`config.mk`:
```
export PLATFORM = sky130hd
export DESIGN_NAME = pulse_transmitter_symbol_sequencer
export DESIGN_NICKNAME = d
export VERILOG_FILES = /design/src/rtl/pulse_transmitter_symbol_sequencer.sv
export SDC_FILE = /design/constraint.sdc
export NUM_CORES = 1
export LEC_CHECK = 0
export CAP_MARGIN = 20
export CORE_MARGIN = 2
export CORE_UTILIZATION = 62
export CTS_CLUSTER_SIZE = 40
export DETAILED_ROUTE_END_ITERATION = 16
export PLACE_DENSITY = 0.83
export SETUP_SLACK_MARGIN = 0.1
export SLEW_MARGIN = 20
export SYNTH_ARGS = -nofsm -noshare
export SYNTH_HDL_FRONTEND = slang
export SYNTH_SLANG_ARGS = --single-unit
```
`constraint.sdc`:
```
create_clock -name clk -period 4.8 [get_ports clk]
set_clock_uncertainty 0.2 [all_clocks]
set_input_delay 1.44 -clock clk [delete_from_list [all_inputs] [get_ports clk]]
set_output_delay 1.44 -clock clk [all_outputs]
set_load 0.01 [all_outputs]
```
`src/rtl/pulse_transmitter_symbol_sequencer.sv`:
```
// pulse_transmitter_symbol_sequencer
// Walks a small symbol memory ({level, prescaler, duration} words) and feeds
// each symbol to the downstream countdown timer. Params are presented one
// cycle before timer_en rises. The pin is held at the symbol level until the
// timer pulse arrives.
// Optional feature macro: PULSE_TRANSMITTER_LOOP_EN (repeat the program
// loop_count+1 times, adds loop_count / loop_remaining ports).
module pulse_transmitter_symbol_sequencer #(
   parameter int   DEPTH               = 8,
   parameter int   ADDR_WIDTH          = $clog2(DEPTH),
   parameter int   PRESCALER_SEL_WIDTH = 4,
   parameter int   TIMER_WIDTH         = 8,
   parameter logic IDLE_LEVEL          = 1'b0
) (
   input  logic                                      clk,
   input  logic                                      sys_rst,
   input  logic                                      wr_en,
   input  logic [ADDR_WIDTH-1:0]                     wr_addr,
   input  logic [PRESCALER_SEL_WIDTH+TIMER_WIDTH:0]  wr_data,
   input  logic [ADDR_WIDTH:0]                       prog_len,
   input  logic                                      start,
   input  logic                                      stop,
`ifdef PULSE_TRANSMITTER_LOOP_EN
   input  logic [7:0]                                loop_count,
   output logic [7:0]                                loop_remaining,
`endif
   output logic                                      busy,
   output logic                                      done,
   output logic                                      pin_out,
   output logic                                      timer_en,
   output logic [PRESCALER_SEL_WIDTH-1:0]            timer_prescaler,
   output logic [TIMER_WIDTH-1:0]                    timer_duration,
   input  logic                                      timer_pulse
);

   localparam int SYM_W = 1 + PRESCALER_SEL_WIDTH + TIMER_WIDTH;
   localparam int LEN_W = ADDR_WIDTH + 1;
   localparam logic [LEN_W-1:0] DEPTH_LEN = LEN_W'(DEPTH);

   localparam logic [1:0] ST_IDLE  = 2'd0;
   localparam logic [1:0] ST_SETUP = 2'd1;
   localparam logic [1:0] ST_RUN   = 2'd2;
   localparam logic [1:0] ST_DONE  = 2'd3;

   logic [SYM_W-1:0]               mem_q [DEPTH];

   logic [1:0]                     state_q, state_d;
   logic [ADDR_WIDTH-1:0]          idx_q, idx_d;
   logic [ADDR_WIDTH-1:0]          last_q, last_d;
   logic                           busy_q, busy_d;
   logic                           done_q, done_d;
   logic                           ten_q, ten_d;
   logic                           pin_q, pin_d;
   logic [PRESCALER_SEL_WIDTH-1:0] pre_q, pre_d;
   logic [TIMER_WIDTH-1:0]         dur_q, dur_d;
`ifdef PULSE_TRANSMITTER_LOOP_EN
   logic [7:0]                     lrem_q, lrem_d;
`endif

   logic [ADDR_WIDTH-1:0]          ld_addr;
   logic [SYM_W-1:0]               ld_sym;
   logic [LEN_W-1:0]               len_clamp;
   logic                           at_last;
   logic                           wrap_ok;

   // Symbol memory: plain synchronous write, no reset, writable in any state.
   always_ff @(posedge clk) begin
      if (wr_en) begin
         mem_q[wr_addr] <= wr_data;
      end
   end

   // Address of the symbol that would be loaded at the next edge: the next
   // index while mid-program, otherwise entry 0 (start or loop wrap).
   always_comb begin
      ld_addr = '0;
      if (state_q == ST_RUN && idx_q != last_q) begin
         ld_addr = idx_q + ADDR_WIDTH'(1);
      end
   end

   assign ld_sym    = mem_q[ld_addr];
   assign len_clamp = (prog_len > DEPTH_LEN) ? DEPTH_LEN : prog_len;
   assign at_last   = (idx_q == last_q);

`ifdef PULSE_TRANSMITTER_LOOP_EN
   assign wrap_ok = (lrem_q != 8'd0);
`else
   assign wrap_ok = 1'b0;
`endif

   // Sequencer next-state and registered-output logic; stop has top priority.
   always_comb begin
      state_d = state_q;
      idx_d   = idx_q;
      last_d  = last_q;
      busy_d  = busy_q;
      done_d  = 1'b0;
      ten_d   = ten_q;
      pin_d   = pin_q;
      pre_d   = pre_q;
      dur_d   = dur_q;
`ifdef PULSE_TRANSMITTER_LOOP_EN
      lrem_d  = lrem_q;
`endif
      if (stop) begin
         state_d = ST_IDLE;
         idx_d   = '0;
         busy_d  = 1'b0;
         ten_d   = 1'b0;
         pin_d   = IDLE_LEVEL;
      end else begin
         case (state_q)
            ST_IDLE: begin
               if (start) begin
`ifdef PULSE_TRANSMITTER_LOOP_EN
                  lrem_d = loop_count;
`endif
                  if (prog_len != '0) begin
                     state_d = ST_SETUP;
                     idx_d   = '0;
                     // len_clamp >= 1 here, so len-1 fits the index width
                     last_d  = ADDR_WIDTH'(len_clamp - LEN_W'(1));
                     busy_d  = 1'b1;
                     pin_d   = ld_sym[SYM_W-1];
                     pre_d   = ld_sym[PRESCALER_SEL_WIDTH+TIMER_WIDTH-1:TIMER_WIDTH];
                     dur_d   = ld_sym[TIMER_WIDTH-1:0];
                  end else begin
                     state_d = ST_DONE;
                     done_d  = 1'b1;
                  end
               end
            end
            ST_SETUP: begin
               state_d = ST_RUN;
               ten_d   = 1'b1;
            end
            ST_RUN: begin
               if (timer_pulse) begin
                  ten_d = 1'b0;
                  if (at_last && !wrap_ok) begin
                     state_d = ST_DONE;
                     idx_d   = '0;
                     done_d  = 1'b1;
                     busy_d  = 1'b0;
                     pin_d   = IDLE_LEVEL;
                  end else begin
                     state_d = ST_SETUP;
                     idx_d   = ld_addr;
                     pin_d   = ld_sym[SYM_W-1];
                     pre_d   = ld_sym[PRESCALER_SEL_WIDTH+TIMER_WIDTH-1:TIMER_WIDTH];
                     dur_d   = ld_sym[TIMER_WIDTH-1:0];
`ifdef PULSE_TRANSMITTER_LOOP_EN
                     if (at_last) begin
                        lrem_d = lrem_q - 8'd1;
                     end
`endif
                  end
               end
            end
            ST_DONE: begin
               state_d = ST_IDLE;
               idx_d   = '0;
            end
            default: begin
               state_d = ST_IDLE;
               idx_d   = '0;
               busy_d  = 1'b0;
               ten_d   = 1'b0;
               pin_d   = IDLE_LEVEL;
            end
         endcase
      end
   end

   // State and output registers with asynchronous reset.
   always_ff @(posedge clk or posedge sys_rst) begin
      if (sys_rst) begin
         state_q <= ST_IDLE;
         idx_q   <= '0;
         last_q  <= '0;
         busy_q  <= 1'b0;
         done_q  <= 1'b0;
         ten_q   <= 1'b0;
         pin_q   <= IDLE_LEVEL;
         pre_q   <= '0;
         dur_q   <= '0;
`ifdef PULSE_TRANSMITTER_LOOP_EN
         lrem_q  <= '0;
`endif
      end else begin
         state_q <= state_d;
         idx_q   <= idx_d;
         last_q  <= last_d;
         busy_q  <= busy_d;
         done_q  <= done_d;
         ten_q   <= ten_d;
         pin_q   <= pin_d;
         pre_q   <= pre_d;
         dur_q   <= dur_d;
`ifdef PULSE_TRANSMITTER_LOOP_EN
         lrem_q  <= lrem_d;
`endif
      end
   end

   assign busy            = busy_q;
   assign done            = done_q;
   assign pin_out         = pin_q;
   assign timer_en        = ten_q;
   assign timer_prescaler = pre_q;
   assign timer_duration  = dur_q;
`ifdef PULSE_TRANSMITTER_LOOP_EN
   assign loop_remaining  = lrem_q;
`endif

endmodule

```
; ---- Word-level counts from Yosys, hierarchy flattened
; Memory sizes are Yosys's and may differ from the RTL's.
; Index checks and enable logic that the tools add are counted.
[totals]
mem_count = 1
input_bits = 26
wordCells = 88
reg_bits = 24
mem_bits_rw = 104
[memory_table]
columns = memory, words, width, read_ports, rd_ports_with_merged_regs, write_ports, line_no
row1 = mem_q, 8, 13, 1, 0, 1, 45  ; logic [SYM_W-1:0] mem_q [DEPTH];
[classes]
bitwise = 1
reduce_logical = 14
n_mux = 47
n_addsub = 2
order_cmp = 1
n_eq_ne = 13
[op_table]
columns = op, n
row1 = 8-bit two-way mux, 4
row2 = 3-bit two-way mux, 7
row3 = 1-bit two-way mux, 19
row4 = 4-bit two-way mux, 4
row5 = 8-bit case mux with 2 select lines, 1
row6 = "3-bit != test, second input constant", 4
row7 = 4-bit AND reduction, 3
row8 = 2-bit two-way mux, 5
row9 = 3-bit case mux with 3 select lines, 1
row10 = "2-bit != test, second input constant", 4
row11 = 1-bit case mux with 2 select lines, 4
row12 = 2-bit case mux with 4 select lines, 1
row13 = 4-bit case mux with 2 select lines, 1
row14 = 4-bit nonzero test, 2
row15 = 6-bit AND reduction, 1
row16 = 3-bit nonzero test, 2
row17 = 5-bit AND reduction, 1
row18 = "2-bit == test, second input constant", 2
row19 = "4-bit greater-than comparator, second input constant", 1
row20 = 2-bit AND reduction, 2
row21 = "3-bit by 1-bit adder with 3-bit output, second input constant", 1
row22 = 3-bit == test, 1
row23 = 3-bit != test, 1
row24 = "3-bit by 1-bit subtractor with 3-bit output, second input constant", 1
row25 = 5 further kinds, 5

; ---- Logic depth before layout (Yosys ltp)
; An unclocked memory read counts as a cell.
[logic_depth]
word_depth = 8
depth_mapped = 10

; ---- Least setup slack after synthesis
; OpenSTA, ideal clock, no wires.
[synth_timing]
path_type = input-to-reg
from = input port wr_addr[2]
to = memory mem_q[0][0] (netlist name) (enable)
required_time_ns = 4.200
arrival_time_ns = 2.552
cell_stages = 2
path_slack_ns = 1.648
setup_ns = 0.400
path_buffers = 0
path_cell_list = nand2b_1 > nor3_1
[synth_rtl]
columns = element, line_no
row1 = "start, declared", 18  ; input logic [ADDR_WIDTH-1:0] wr_addr,
row2 = "end, declared", 45
; No word-level cell before the write port.

; ---- Worst setup path in the final report
[layout_timing]
from = register idx_q[0]
to = register dur_q[3] (netlist: timer_duration[3])
[layout_via]
elab_chain_cells = 7
elab_cells_between_ends = 13
classes_between = add/sub: 1 / eq/ne: 3 / mux: 6 / reduce/logical: 2 / memory: 1
[layout_lines]
columns = element, line_no
row1 = "start, declared", 48  ; logic [ADDR_WIDTH-1:0] idx_q, idx_d;
row2 = "start signal, assigned", 193  ; idx_q <= idx_d;
row3 = branches (longest 7 deep; another with memory read 8 x 13 bit), n/a
row4 = "end signal, assigned", 200  ; dur_q <= dur_d;
row5 = "end, declared", 55  ; logic [TIMER_WIDTH-1:0] dur_q, dur_d;
; Parallel ways; which one is timed is not known. The select of a mux whose other input is x is not followed.
; A chain may end at the register's enable or synchronous reset.

==> summary.md <==
| Metric | Value |
|---|---|
| Status | `finished clean` |
| Largest net degree at the start of global routing | `35` |
| Distinct cells, synth | `38` |
| Compound-Gate Fraction of Synth Area | `8.285%` |
| Slowest-stage cell, CP | `dfrtp_2` |
| Critical Path End Type | `register` |
| CP arrival | `3.72 ns` |
| Critical-path cell list | `ha_1, inv_1, a311oi_4, o22ai_1, o31ai_1` |
| Max frequency | `283.3 MHz` |
| Setup TNS Final | `0 ns` |
| EDFF count, synth | `104` |
| Rows | `33` |
| DP Worst Slack | `0.9234 ns` |
| CTS buffer count | `17` |
| PnR worst setup slack | `1.270 ns` |
| Post-CTS Hold Buffers | `0` |
| Worst-Margin Slew | `1.036 ns` |
| Hold EP | `timer_duration[5]` |
| Top-area cell type share of the netlist area | `59.94%` |
| Simple-Gate Fraction of Synth Area | `7.037%` |
| Fraction of layout cells with a size suffix above 1 | `15.91%` |
| Peak supply drop | `0.3163 mV` |
| Synth warnings | `0` |
| Post-Synth Adder-Cell Area | `1.201%` |
| Routed Antenna Nets | `0` |
| Fin. max-slew vios | `0` |
| Setup repair after global routing missed its margin | `no` |
| Critical path's largest stage delay | `1.04 ns` |
| Global route overflow | `0` |
| Post-synthesis sequential area ratio | `71.47%` |
| Synth-to-Final Area Change | `22.02%` |
| Post-synth top flop | `edfxtp_1` |
| Tcrit/Tclk final | `73.55%` |
| Critical Path Fanout Max | `34` |
| Worst EP required | `4.99 ns` |
| Hold Crit Class | `reg -> reg` |
| Initial Util | `63.73%` |
| Fill cells | `451` |
| Die height | `95.67 um` |
| Synth area leader | `edfxtp_1` |
| GRT Overall Usage | `27.90%` |
| HPWL Detailed | `6.757 mm` |
| Clock Path Buffers | `2` |
| Wirelength per Cell | `23.22 um` |
| Power Density | `523.3 mW/mm2` |
| Drt pass-1 iters | `5` |
| Number of buffers added on ports | `41` |
| Rel. slew slack | `30.92%` |
| Synth Area in XOR/XNOR | `1.177%` |
| Post-synthesis mux area share | `8.357%` |
| Postcts setup bufs | `0` |
| Max-Cap Viols | `0` |
| Clk Latency, worst-skew pair | `0.51 ns` |
| Post-Synthesis Cells | `327` |
| Synth top area cells | `edfxtp_1 (60%), dfrtp_1 (12%), mux4_2 (4.8%), mux2i_1 (2.9%), o31ai_1 (1.9%)` |
| Synth Cell Area | `0.005210 mm2` |
| Largest family of logic cells by synthesized area | `multiplexers` |
| Post-route minimum period | `3.530 ns` |
| Nets | `414` |
| CTS tree | `done` |
| Leak | `2.147 nW` |
| CTS H-tree depth | `4` |
| R2r startpoint | `idx_q[0]` |
| Initial antenna violation count | `0` |
| Setup violators final | `0` |
| IO Pins | `42` |
| Iter 0 DRT Violations | `262` |
| CTS root buf | `clkbuf_8` |
| Clock slew at reported path FFs | `0.06 ns` |
| Worst hold path cell count | `2` |
| RePlAce Congestion | `0.8258` |
| Post-Syn Nets | `358` |
| Startpoint types | `register` |
| Vias in the first global route | `3,309` |
| Via count | `3,250` |
| Reg2Reg Depth | `5` |
| R2R Setup Slk | `1.27 ns` |
| Hold Crit Start | `timer_duration[5]` |
| Aggregate routed wire length | `11.63 mm` |
| Residual DRC count | `0` |
| First-pass GRT wire length | `17.78 mm` |
| Clock sinks | `128` |
| Post_cts resized | `0` |
| R2r endpoint | `timer_duration[3]` |
| Ant. Diodes | `0` |
| Core Box Area | `0.008175 mm2` |
| Synthesized area per cell | `15.93 um2` |
| WS Path Type | `reg -> reg` |
| Die area | `0.009153 mm2` |
| Hold Fails Final Rpt | `0` |
| Seq cells post-synth | `128` |
| Die W | `95.67 um` |
| Post-synthesis async set-or-reset flop share | `18.75%` |
| Via density | `6.487` |
-- cell families after synthesis --
group | count (synthesis)
adders and majority gates | 5
muxes | 28
and+or+nand+nor | 73
buffers and inverters | 25
xor gates and xnor gates | 7
AOI/OAI and AO/OA | 61
DFF | 128
-- placed cells by master, fill, tap and decap left out, types with 4 or more instances in the layout --
cell type,count
edfxtp_1,104
clkdlybuf4s50_1,41
dfrtp_1,23
nand2_1,16
clkbuf_16,16
mux2i_1,15
nor2_1,14
a21oi_1,13
o31ai_1,13
nand3_1,12
mux4_2,11
o22ai_1,11
buf_4,11
nor4_1,10
a2bb2oi_1,8
inv_1,7
nand2b_1,7
xnor2_1,6
clkinvlp_4,6
o21ai_0,5
ha_1,5
nor3_1,4
inv_6,4
-- state kept, by name, indices dropped and copies added (netlist names) --
name,count
state_q,2
idx_q,3
last_q,3
done,1
mem_q,104
busy,1
timer_duration,8
timer_prescaler,4
timer_en,1
pin_out,1
-- stage by stage --
step	cell area (um2)	total power (W)	hold WS, ns	cells	utilization (%)
after floorplan	5210	0.001826	0.3024	327	-
after global placement	5748	0.002053	0.2859	466	70.31
after detailed placement	5748	0.002092	0.2921	466	70.31
after CTS	6324	0.003323	0.3261	498	77.35
after global routing	6357	0.003452	0.3459	501	77.76
final	6357	0.003327	0.3238	501	77.76
-- worst max path at each step --
stage	end	startpoint	slack, ns
after floorplan	mem_q[0][0]	wr_addr[2]	1.65
after global placement	timer_duration[5]	prog_len[0]	1.05
after detailed placement	timer_duration[5]	prog_len[0]	0.92
after CTS	timer_duration[0]	idx_q[0]	1.25
after global routing	timer_duration[3]	idx_q[0]	1.07
final	timer_duration[3]	idx_q[0]	1.27
-- report_power, final --
group | switching, W | internal, W | total (W)
clock network | 0.000481 | 0.000745 | 0.00123
logic | 0.000365 | 0.000319 | 0.000685
registers | 0.000101 | 0.00131 | 0.00142
-- cell type report --
class	instances	area, um2	share of cell area [%]
inverters	7	26.28	0.4133
multi-input cells	174	1373	21.59
repair buffers	55	526.8	8.286
well taps	105	131.4	2.067
flip-flops and latches	128	3725	58.59
clock inverters	14	157.7	2.480
clock buffers	18	417.9	6.574
-- worst max-delay path, delay by kind of cell (launching register included) --
family / cells / cell delay [ns]
AO/OA/AOI/OAI: 3 / 1.41
adder cells (fa/ha/maj): 1 / 0.43
buffers and inverters: 1 / 0.30
flip-flops: 1 / 1.04
-- synthesized netlist by cell type, types with 3 or more instances --
cell	number
mux4_2	11
buf_2	7
edfxtp_1	104
a2bb2oi_1	8
nand2_1	16
dfrtp_1	24
inv_1	7
ha_1	5
nor2b_1	3
o22ai_1	11
nand3_1	12
nor4_1	10
buf_4	5
mux2i_1	15
nor2_1	14
o31ai_1	13
o21ai_0	5
xnor2_1	6
nor3_1	7
a21oi_1	13
clkbuf_1	5
nand2b_1	7
-- metal layers --
| layer | routed length (um) | track usage, % | up-vias |
|---|---|---|---|
| met5 | 0 | 0 | - |
| met4 | 348 | 13.45 | 0 |
| met3 | 919 | 7.036 | 32 |
| met2 | 5902 | 44.00 | 184 |
| met1 | 4462 | 36.62 | 1629 |
| li1 | - | - | 1405 |
Note: power is estimated with default switching activity, not from simulation.
